===== src/rtl/collision_window.sv =====
// collision_window
//
// Walks a sorted range of entries in memory and emits one XOR record for every
// pair of entries that share a collision key. A sliding window holds the entries
// of the current key group, up to WIN_DEPTH of them. Each new entry whose key
// matches the group is paired with every stored entry, oldest first.
//
// Record layout (DATA_W bits):
//   [DATA_W-1:2*IDX_W]   stored entry ^ new entry (upper field only)
//   [2*IDX_W-1:IDX_W]    index of the stored entry
//   [IDX_W-1:0]          index of the new entry
//
// Ports:
//   eclk, rst                              clock, async active-high reset
//   collision_start                        start pulse, accepted in IDLE only
//   stage_cxor_base / stage_cxor_end       inclusive input address range
//   stage_nxor_base / stage_nxor_limit     output region start / inclusive last
//   memc_cmd_full                          blocks rsend and wvalid while high
//   raddr, rsend, rdata, rvalid            single-outstanding read channel
//   waddr, wdata, wvalid                   record write channel
//   collision_done                         one-cycle completion pulse
//   stage_nxor_end                         first unwritten output address
//   pair_count, overflow_cnt, limit_hit    pass statistics, held until next start
//
// Build option:
//   COLLISION_ZERO_DROP_EN  discard records whose XOR field is all zero.

module collision_window #(
  parameter int DATA_W    = 256,
  parameter int ADDR_W    = 32,
  parameter int KEY_LSB   = 224,
  parameter int KEY_W     = 20,
  parameter int WIN_DEPTH = 8,
  parameter int IDX_W     = 22
) (
  input  logic              eclk,
  input  logic              rst,
  input  logic              collision_start,
  input  logic [ADDR_W-1:0] stage_cxor_base,
  input  logic [ADDR_W-1:0] stage_cxor_end,
  input  logic [ADDR_W-1:0] stage_nxor_base,
  input  logic [ADDR_W-1:0] stage_nxor_limit,
  input  logic              memc_cmd_full,
  output logic [ADDR_W-1:0] raddr,
  output logic              rsend,
  input  logic [DATA_W-1:0] rdata,
  input  logic              rvalid,
  output logic [ADDR_W-1:0] waddr,
  output logic [DATA_W-1:0] wdata,
  output logic              wvalid,
  output logic              collision_done,
  output logic [ADDR_W-1:0] stage_nxor_end,
  output logic [31:0]       pair_count,
  output logic [15:0]       overflow_cnt,
  output logic              limit_hit
);

  localparam int CNT_W = $clog2(WIN_DEPTH + 1);
  localparam int PTR_W = (WIN_DEPTH > 1) ? $clog2(WIN_DEPTH) : 1;
  localparam int XOR_W = DATA_W - 2 * IDX_W;

  typedef enum logic [2:0] {IDLE, FETCH, WAIT, EMIT, DONE} state_t;

  state_t state, next_state;

  logic [ADDR_W-1:0] cxor_base_q, cxor_end_q, nxor_base_q, nxor_limit_q;
  logic [ADDR_W-1:0] cur_addr;
  logic [XOR_W-1:0]  new_data;
  logic [IDX_W-1:0]  new_idx;
  logic [KEY_W-1:0]  win_key;
  logic [CNT_W-1:0]  win_cnt;
  logic [PTR_W-1:0]  emit_ptr;

  // Only the XOR field of each entry is kept; its key lives in win_key.
  logic [XOR_W-1:0]  win_data [WIN_DEPTH];
  logic [IDX_W-1:0]  win_idx  [WIN_DEPTH];

  logic [IDX_W-1:0]  rd_idx;
  logic [KEY_W-1:0]  rd_key;
  logic              key_match;
  logic [XOR_W-1:0]  rec_xor;
  logic              last_rec, last_addr, win_has_room, drop_rec;

  logic start_go, cap_clear, cap_match, rec_step, set_limit, emit_done;

  assign rd_idx       = IDX_W'(cur_addr - cxor_base_q);
  assign rd_key       = rdata[KEY_LSB +: KEY_W];
  assign key_match    = (win_cnt != '0) && (rd_key == win_key);
  assign rec_xor      = win_data[emit_ptr] ^ new_data;
  assign last_rec     = (CNT_W'(emit_ptr) + CNT_W'(1)) == win_cnt;
  assign last_addr    = (cur_addr == cxor_end_q);
  assign win_has_room = (win_cnt < CNT_W'(WIN_DEPTH));
  assign raddr        = cur_addr;
  assign waddr        = nxor_base_q + ADDR_W'(pair_count);

`ifdef COLLISION_ZERO_DROP_EN
  assign drop_rec = (rec_xor == '0);
`else
  assign drop_rec = 1'b0;
`endif

  always_ff @(posedge eclk or posedge rst) begin
    if (rst) state <= IDLE;
    else     state <= next_state;
  end

  // Next-state and handshake decode. In EMIT, once limit_hit is set the
  // remaining records of the pass are skipped but reading carries on so the
  // window and overflow statistics still cover the whole range.
  always_comb begin
    next_state     = state;
    rsend          = 1'b0;
    wvalid         = 1'b0;
    wdata          = '0;
    collision_done = 1'b0;
    start_go       = 1'b0;
    cap_clear      = 1'b0;
    cap_match      = 1'b0;
    rec_step       = 1'b0;
    set_limit      = 1'b0;
    emit_done      = 1'b0;
    case (state)
      IDLE: begin
        if (collision_start) begin
          start_go   = 1'b1;
          next_state = (stage_cxor_end < stage_cxor_base) ? DONE : FETCH;
        end
      end
      FETCH: begin
        if (!memc_cmd_full) begin
          rsend      = 1'b1;
          next_state = WAIT;
        end
      end
      WAIT: begin
        if (rvalid) begin
          if (key_match) begin
            cap_match  = 1'b1;
            next_state = EMIT;
          end else begin
            cap_clear  = 1'b1;
            next_state = last_addr ? DONE : FETCH;
          end
        end
      end
      EMIT: begin
        if (limit_hit) begin
          emit_done = 1'b1;
        end else if (drop_rec) begin
          rec_step = 1'b1;
        end else if (waddr > nxor_limit_q) begin
          set_limit = 1'b1;
          emit_done = 1'b1;
        end else if (!memc_cmd_full) begin
          wvalid   = 1'b1;
          wdata    = {rec_xor, win_idx[emit_ptr], new_idx};
          rec_step = 1'b1;
        end
        if (rec_step && last_rec) emit_done = 1'b1;
        if (emit_done) next_state = last_addr ? DONE : FETCH;
      end
      DONE: begin
        collision_done = 1'b1;
        next_state     = IDLE;
      end
      default: next_state = IDLE;
    endcase
  end

  // Control and statistics registers. A mismatching key restarts the window
  // with the new entry as its only member; a matching entry is appended once
  // its records have all been handled.
  always_ff @(posedge eclk or posedge rst) begin
    if (rst) begin
      cxor_base_q    <= '0;
      cxor_end_q     <= '0;
      nxor_base_q    <= '0;
      nxor_limit_q   <= '0;
      cur_addr       <= '0;
      new_data       <= '0;
      new_idx        <= '0;
      win_key        <= '0;
      win_cnt        <= '0;
      emit_ptr       <= '0;
      pair_count     <= '0;
      overflow_cnt   <= '0;
      limit_hit      <= 1'b0;
      stage_nxor_end <= '0;
    end else begin
      if (start_go) begin
        cxor_base_q  <= stage_cxor_base;
        cxor_end_q   <= stage_cxor_end;
        nxor_base_q  <= stage_nxor_base;
        nxor_limit_q <= stage_nxor_limit;
        cur_addr     <= stage_cxor_base;
        pair_count   <= '0;
        overflow_cnt <= '0;
        limit_hit    <= 1'b0;
        win_cnt      <= '0;
      end
      if (cap_match) begin
        new_data <= rdata[DATA_W-1:2*IDX_W];
        new_idx  <= rd_idx;
        emit_ptr <= '0;
      end
      if (cap_clear) begin
        win_key <= rd_key;
        win_cnt <= CNT_W'(1);
        if (!last_addr) cur_addr <= cur_addr + ADDR_W'(1);
      end
      if (rec_step) begin
        emit_ptr <= emit_ptr + PTR_W'(1);
        if (wvalid) pair_count <= pair_count + 32'd1;
      end
      if (set_limit) limit_hit <= 1'b1;
      if (emit_done) begin
        if (win_has_room)                win_cnt      <= win_cnt + CNT_W'(1);
        else if (overflow_cnt != 16'hFFFF) overflow_cnt <= overflow_cnt + 16'd1;
        if (!last_addr) cur_addr <= cur_addr + ADDR_W'(1);
      end
      if (state == DONE) stage_nxor_end <= waddr;
    end
  end

  // Window storage needs no reset: win_cnt alone decides which slots are live.
  always_ff @(posedge eclk) begin
    if (cap_clear) begin
      win_data[0] <= rdata[DATA_W-1:2*IDX_W];
      win_idx[0]  <= rd_idx;
    end else if (emit_done && win_has_room) begin
      win_data[win_cnt[PTR_W-1:0]] <= new_data;
      win_idx[win_cnt[PTR_W-1:0]]  <= new_idx;
    end
  end

endmodule


===== config.mk =====
export PLATFORM = sky130hd
export DESIGN_NAME = collision_window
export DESIGN_NICKNAME = d
export VERILOG_FILES = /design/src/rtl/collision_window.sv
export SDC_FILE = /design/constraint.sdc
export NUM_CORES = 2
export LEC_CHECK = 0
export CAP_MARGIN = 10
export CORE_UTILIZATION = 44
export DETAILED_ROUTE_END_ITERATION = 10
export GPL_TIMING_DRIVEN = 0
export MAX_ROUTING_LAYER = met4
export PLACE_DENSITY = 0.71
export REMOVE_ABC_BUFFERS = 1
export SETUP_SLACK_MARGIN = 0.5
export SYNTH_ARGS = -nofsm -noshare
export SYNTH_HDL_FRONTEND = slang
export SYNTH_SLANG_ARGS = --single-unit

===== constraint.sdc =====
create_clock -name eclk -period 36.5 [get_ports eclk]
set_input_delay 3.65 -clock eclk [delete_from_list [all_inputs] [get_ports eclk]]
set_output_delay 3.65 -clock eclk [all_outputs]
set_load 0.02 [all_outputs]

==> flow_summary.yaml <==
outcome:
  status: "finished clean"
logic_synthesis:
  synth_adder_area_share_pct: 1.55
  async_reset_ff_share_pct: 20.9
  ys_ff_latch: 2367
  synth_flop_cell: "edfxtp_1"
  muxShareOfSynthArea_pct: 16.2
  syn_area_um2: 101000
  yosys.area.top_type: "edfxtp_1"
  synthSimpleGateAreaFrac_pct: 6.86
  synthXorXnorAreaFrac_pct: 2.75
  postSynthAreaPerCell_um2: 15.9
  ys.warnings.count: 0
  synth_cell_types: 73
  netlist.area_leader.share_pct: 55.9
  synth-compound-area-share_pct: 2.58
  synth_top_family_by_area: "multiplexers"
  netlist_top_cells_area: "edfxtp_1 (56%), dfrtp_1 (12%), mux4_2 (10%)"
  synthCells: 6331
  yosysSeqAreaShare_pct: 68.3
  synth_edf_count: 1872
detailed_routing:
  routed-wl-met3_um: 18400
  antenna_left: 0
  maxUsedRoutingLayer: "met4"
  drt_iter0_markers: 5007
  post_drt_wl_per_cell_um: 24.5
  wl_met2_um: 125000
  first_pass_iters: 6
  drt-met1-wl_um: 110000
  vias: 59095
  drc_errors: 0
  routed_wl_um: 262000
  vias_per_cell: 5.55
final_layout:
  drive_above_1_share_pct: 18.2
  final_common_cell: "edfxtp_1"
  multi_input_comb_area_um2: 30200
  seq_area_um2: 68600
  fin_util_pct: 54.5
  syn2layout_area_growth_pct: 23.3
  final_cell_mix: "edfxtp_1 (1872), nand2_1 (1139), clkdlybuf4s50_1 (748)"
  nFillCells: 17551
  stdcell_count: 10655
  nets: 7893
global_route:
  grt_pass1_wl_um: 388000
  antenna_found_initial: 46
  grt_use_total_pct: 23.2
  overflow: 0
  grt_pass1_vias: 60192
  grt_max_degree: 117
power_and_ir_drop:
  combPwrFrac_pct: 30.5
  swShare_pct: 30.6
  power_density_nw_per_um2: 70.2
  internal_power_w: 0.00603
  irDropWorstVdd_mv: 0.0490
  seqPwrFrac_pct: 39.8
  power.switching_w: 0.00267
  p_leak_nw: 45.5
  power_frac_clock_pct: 29.7
placed_design:
  port-buffer-count: 748
  dp_hpwl_um: 180000
  post-place-cells: 10150
  gp_congestion: 0.869
floorplan:
  die_height_um: 480
  core_um2: 227000
  rows: 175
  floorplan.initialDensity_pct: 44.2
  die_w_um: 480
  num_io_pins: 793
  die_area_um2: 230000
worst_setup_path:
  cp.arrival_ns: 9.27
  end_kind: "primary output"
  cp-start-kind: "flip-flop"
  worst_ep_required_time_ns: 32.85
  path_max_fanout: 50
  setup.worst_path.class: "reg2out"
timing:
  tns_ns: 0
  skew_ns: 0.104
  worst_pin_slew_ns: 1.21
  relSlewSlack_pct: 19.5
  period_minus_slack_ns: 12.92
  hold_violations: 0
  drv_slew: 0
  setup_viol: 0
  rsz0062_at_grt: "no"
  fmax_ghz: 0.0774
  fin_crit_sh_pct: 35.4
clocking:
  cts.sinks: 2367
  clockBufferDepth: 3
  cts_root_buffer: "clkbuf_16"
  htreeDepth: 4
  cts_buffers: 236
  clk_pin_slew_ns: 0.06
  cts_resized: 0
  cts_tree: "done"
  cts_setup_buffers: 0
  hold_buffers: 0
  clk_latency_ns: 0.91
worst_hold_path:
  worstHoldPathType: "reg2reg"
flow_run:
  max_cap_viol_count: 0
## path summary, 6_finish.rpt
check                                  startpoint                end  slack (ns)  depth (start not counted)
worst max register to register      pair_count[0]   win_data[0][203]       27.20                         30
min in group asynchronous                     rst       new_data[70]        3.18                          2
worst min register to register  stage_nxor_end[0]  stage_nxor_end[0]        0.48                          2
worst min-delay path            stage_nxor_end[0]  stage_nxor_end[0]        0.48                          2
max in group asynchronous                     rst      new_data[194]       31.10                          5
worst max-delay path                pair_count[0]          wdata[13]       23.58                         20
## power groups by stage
| stage | clock network (W) | logic (W) | registers, W |
|---|---|---|---|
| floorplan | 0 | 0.00233 | 0.00379 |
| global placement | 0 | 0.00353 | 0.00410 |
| detailed placement | 0 | 0.00266 | 0.00352 |
| CTS | 0.00262 | 0.00267 | 0.00346 |
| global route | 0.00272 | 0.00287 | 0.00348 |
| finish | 0.00259 | 0.00265 | 0.00346 |
## layer usage
metal / up-vias / global-route usage, %
li1: 25924 / -
met4: 0 / 7.79
met3: 368 / 3.95
met2: 2015 / 35.9
met5: - / -
met1: 30788 / 31.3
## worst max-delay path, stage by stage (launching register included)
cell             delay (ns)
dfrtp_1                0.46
ha_1                   0.27
fa_1                   0.42
a211oi_1               0.54
nor4b_1                0.13
a211oi_1               0.51
o31ai_1                0.28
a211oi_1               0.47
o21bai_1               0.17
xnor2_1                0.33
ha_1                   0.31
nand4_1                0.22
nor2_1                 0.09
a2111oi_2              0.48
a21oi_1                0.31
or3_1                  0.61
a21o_4                 0.47
buf_12                 0.27
inv_2                  0.88
and2_1                 0.42
clkdlybuf4s50_1        0.68
## cells by family after synthesis
family                   after synthesis
AO/OA/AOI/OAI                        390
XOR/XNOR                             316
adder cells (fa/ha/maj)              123
buffers and inverters                442
flip-flops                          2367
multiplexers                        1006
AND/OR/NAND/NOR                     1687
## metrics by stage
stage	setup slack [ns]	hold WS, ns	area (um^2)	power, W
2_1_floorplan	-10.99	0.450	99200	0.00613
3_3_place_gp	-105.31	0.463	110000	0.00762
3_5_place_dp	24.71	0.470	115000	0.00617
4_1_cts	23.70	0.485	124000	0.00876
5_1_grt	23.33	0.504	124000	0.00907
6_report	23.58	0.481	124000	0.00870
## state kept, by name, indices dropped and copies added (netlist names), 3 cells and up
register and cells:
state 3, win_key 20, cxor_end_q 32, stage_nxor_end 32, new_data 212, emit_ptr 3, win_data 1696, pair_count 32
nxor_limit_q 32, new_idx 22, cxor_base_q 22, raddr 32, nxor_base_q 32, win_idx 176, win_cnt 4, overflow_cnt 16
## layout make-up
cell class / instances / share of cell area (%)
Sequential cell: 2367 / 55.4
Clock inverter: 133 / 1.51
Clock buffer: 318 / 5.28
Tap cell: 3009 / 3.04
Timing Repair Buffer: 1125 / 9.99
Antenna cell: 52 / 0.105
Inverter: 129 / 0.397
Multi-Input combinational cell: 3522 / 24.3
## synthesized netlist by cell type, types with 82 or more instances
| cell type | count |
|---|---|
| a21oi_1 | 88 |
| mux2_2 | 118 |
| mux2_1 | 155 |
| dfrtp_1 | 495 |
| o21ai_0 | 102 |
| edfxtp_1 | 1872 |
| nand2_1 | 1139 |
| xor2_1 | 281 |
| nor2_1 | 306 |
| mux4_2 | 468 |
| buf_2 | 82 |
| inv_1 | 128 |
| clkbuf_1 | 158 |
| mux2i_1 | 265 |
| ha_1 | 121 |
Power figures use the tool's default switching activity.
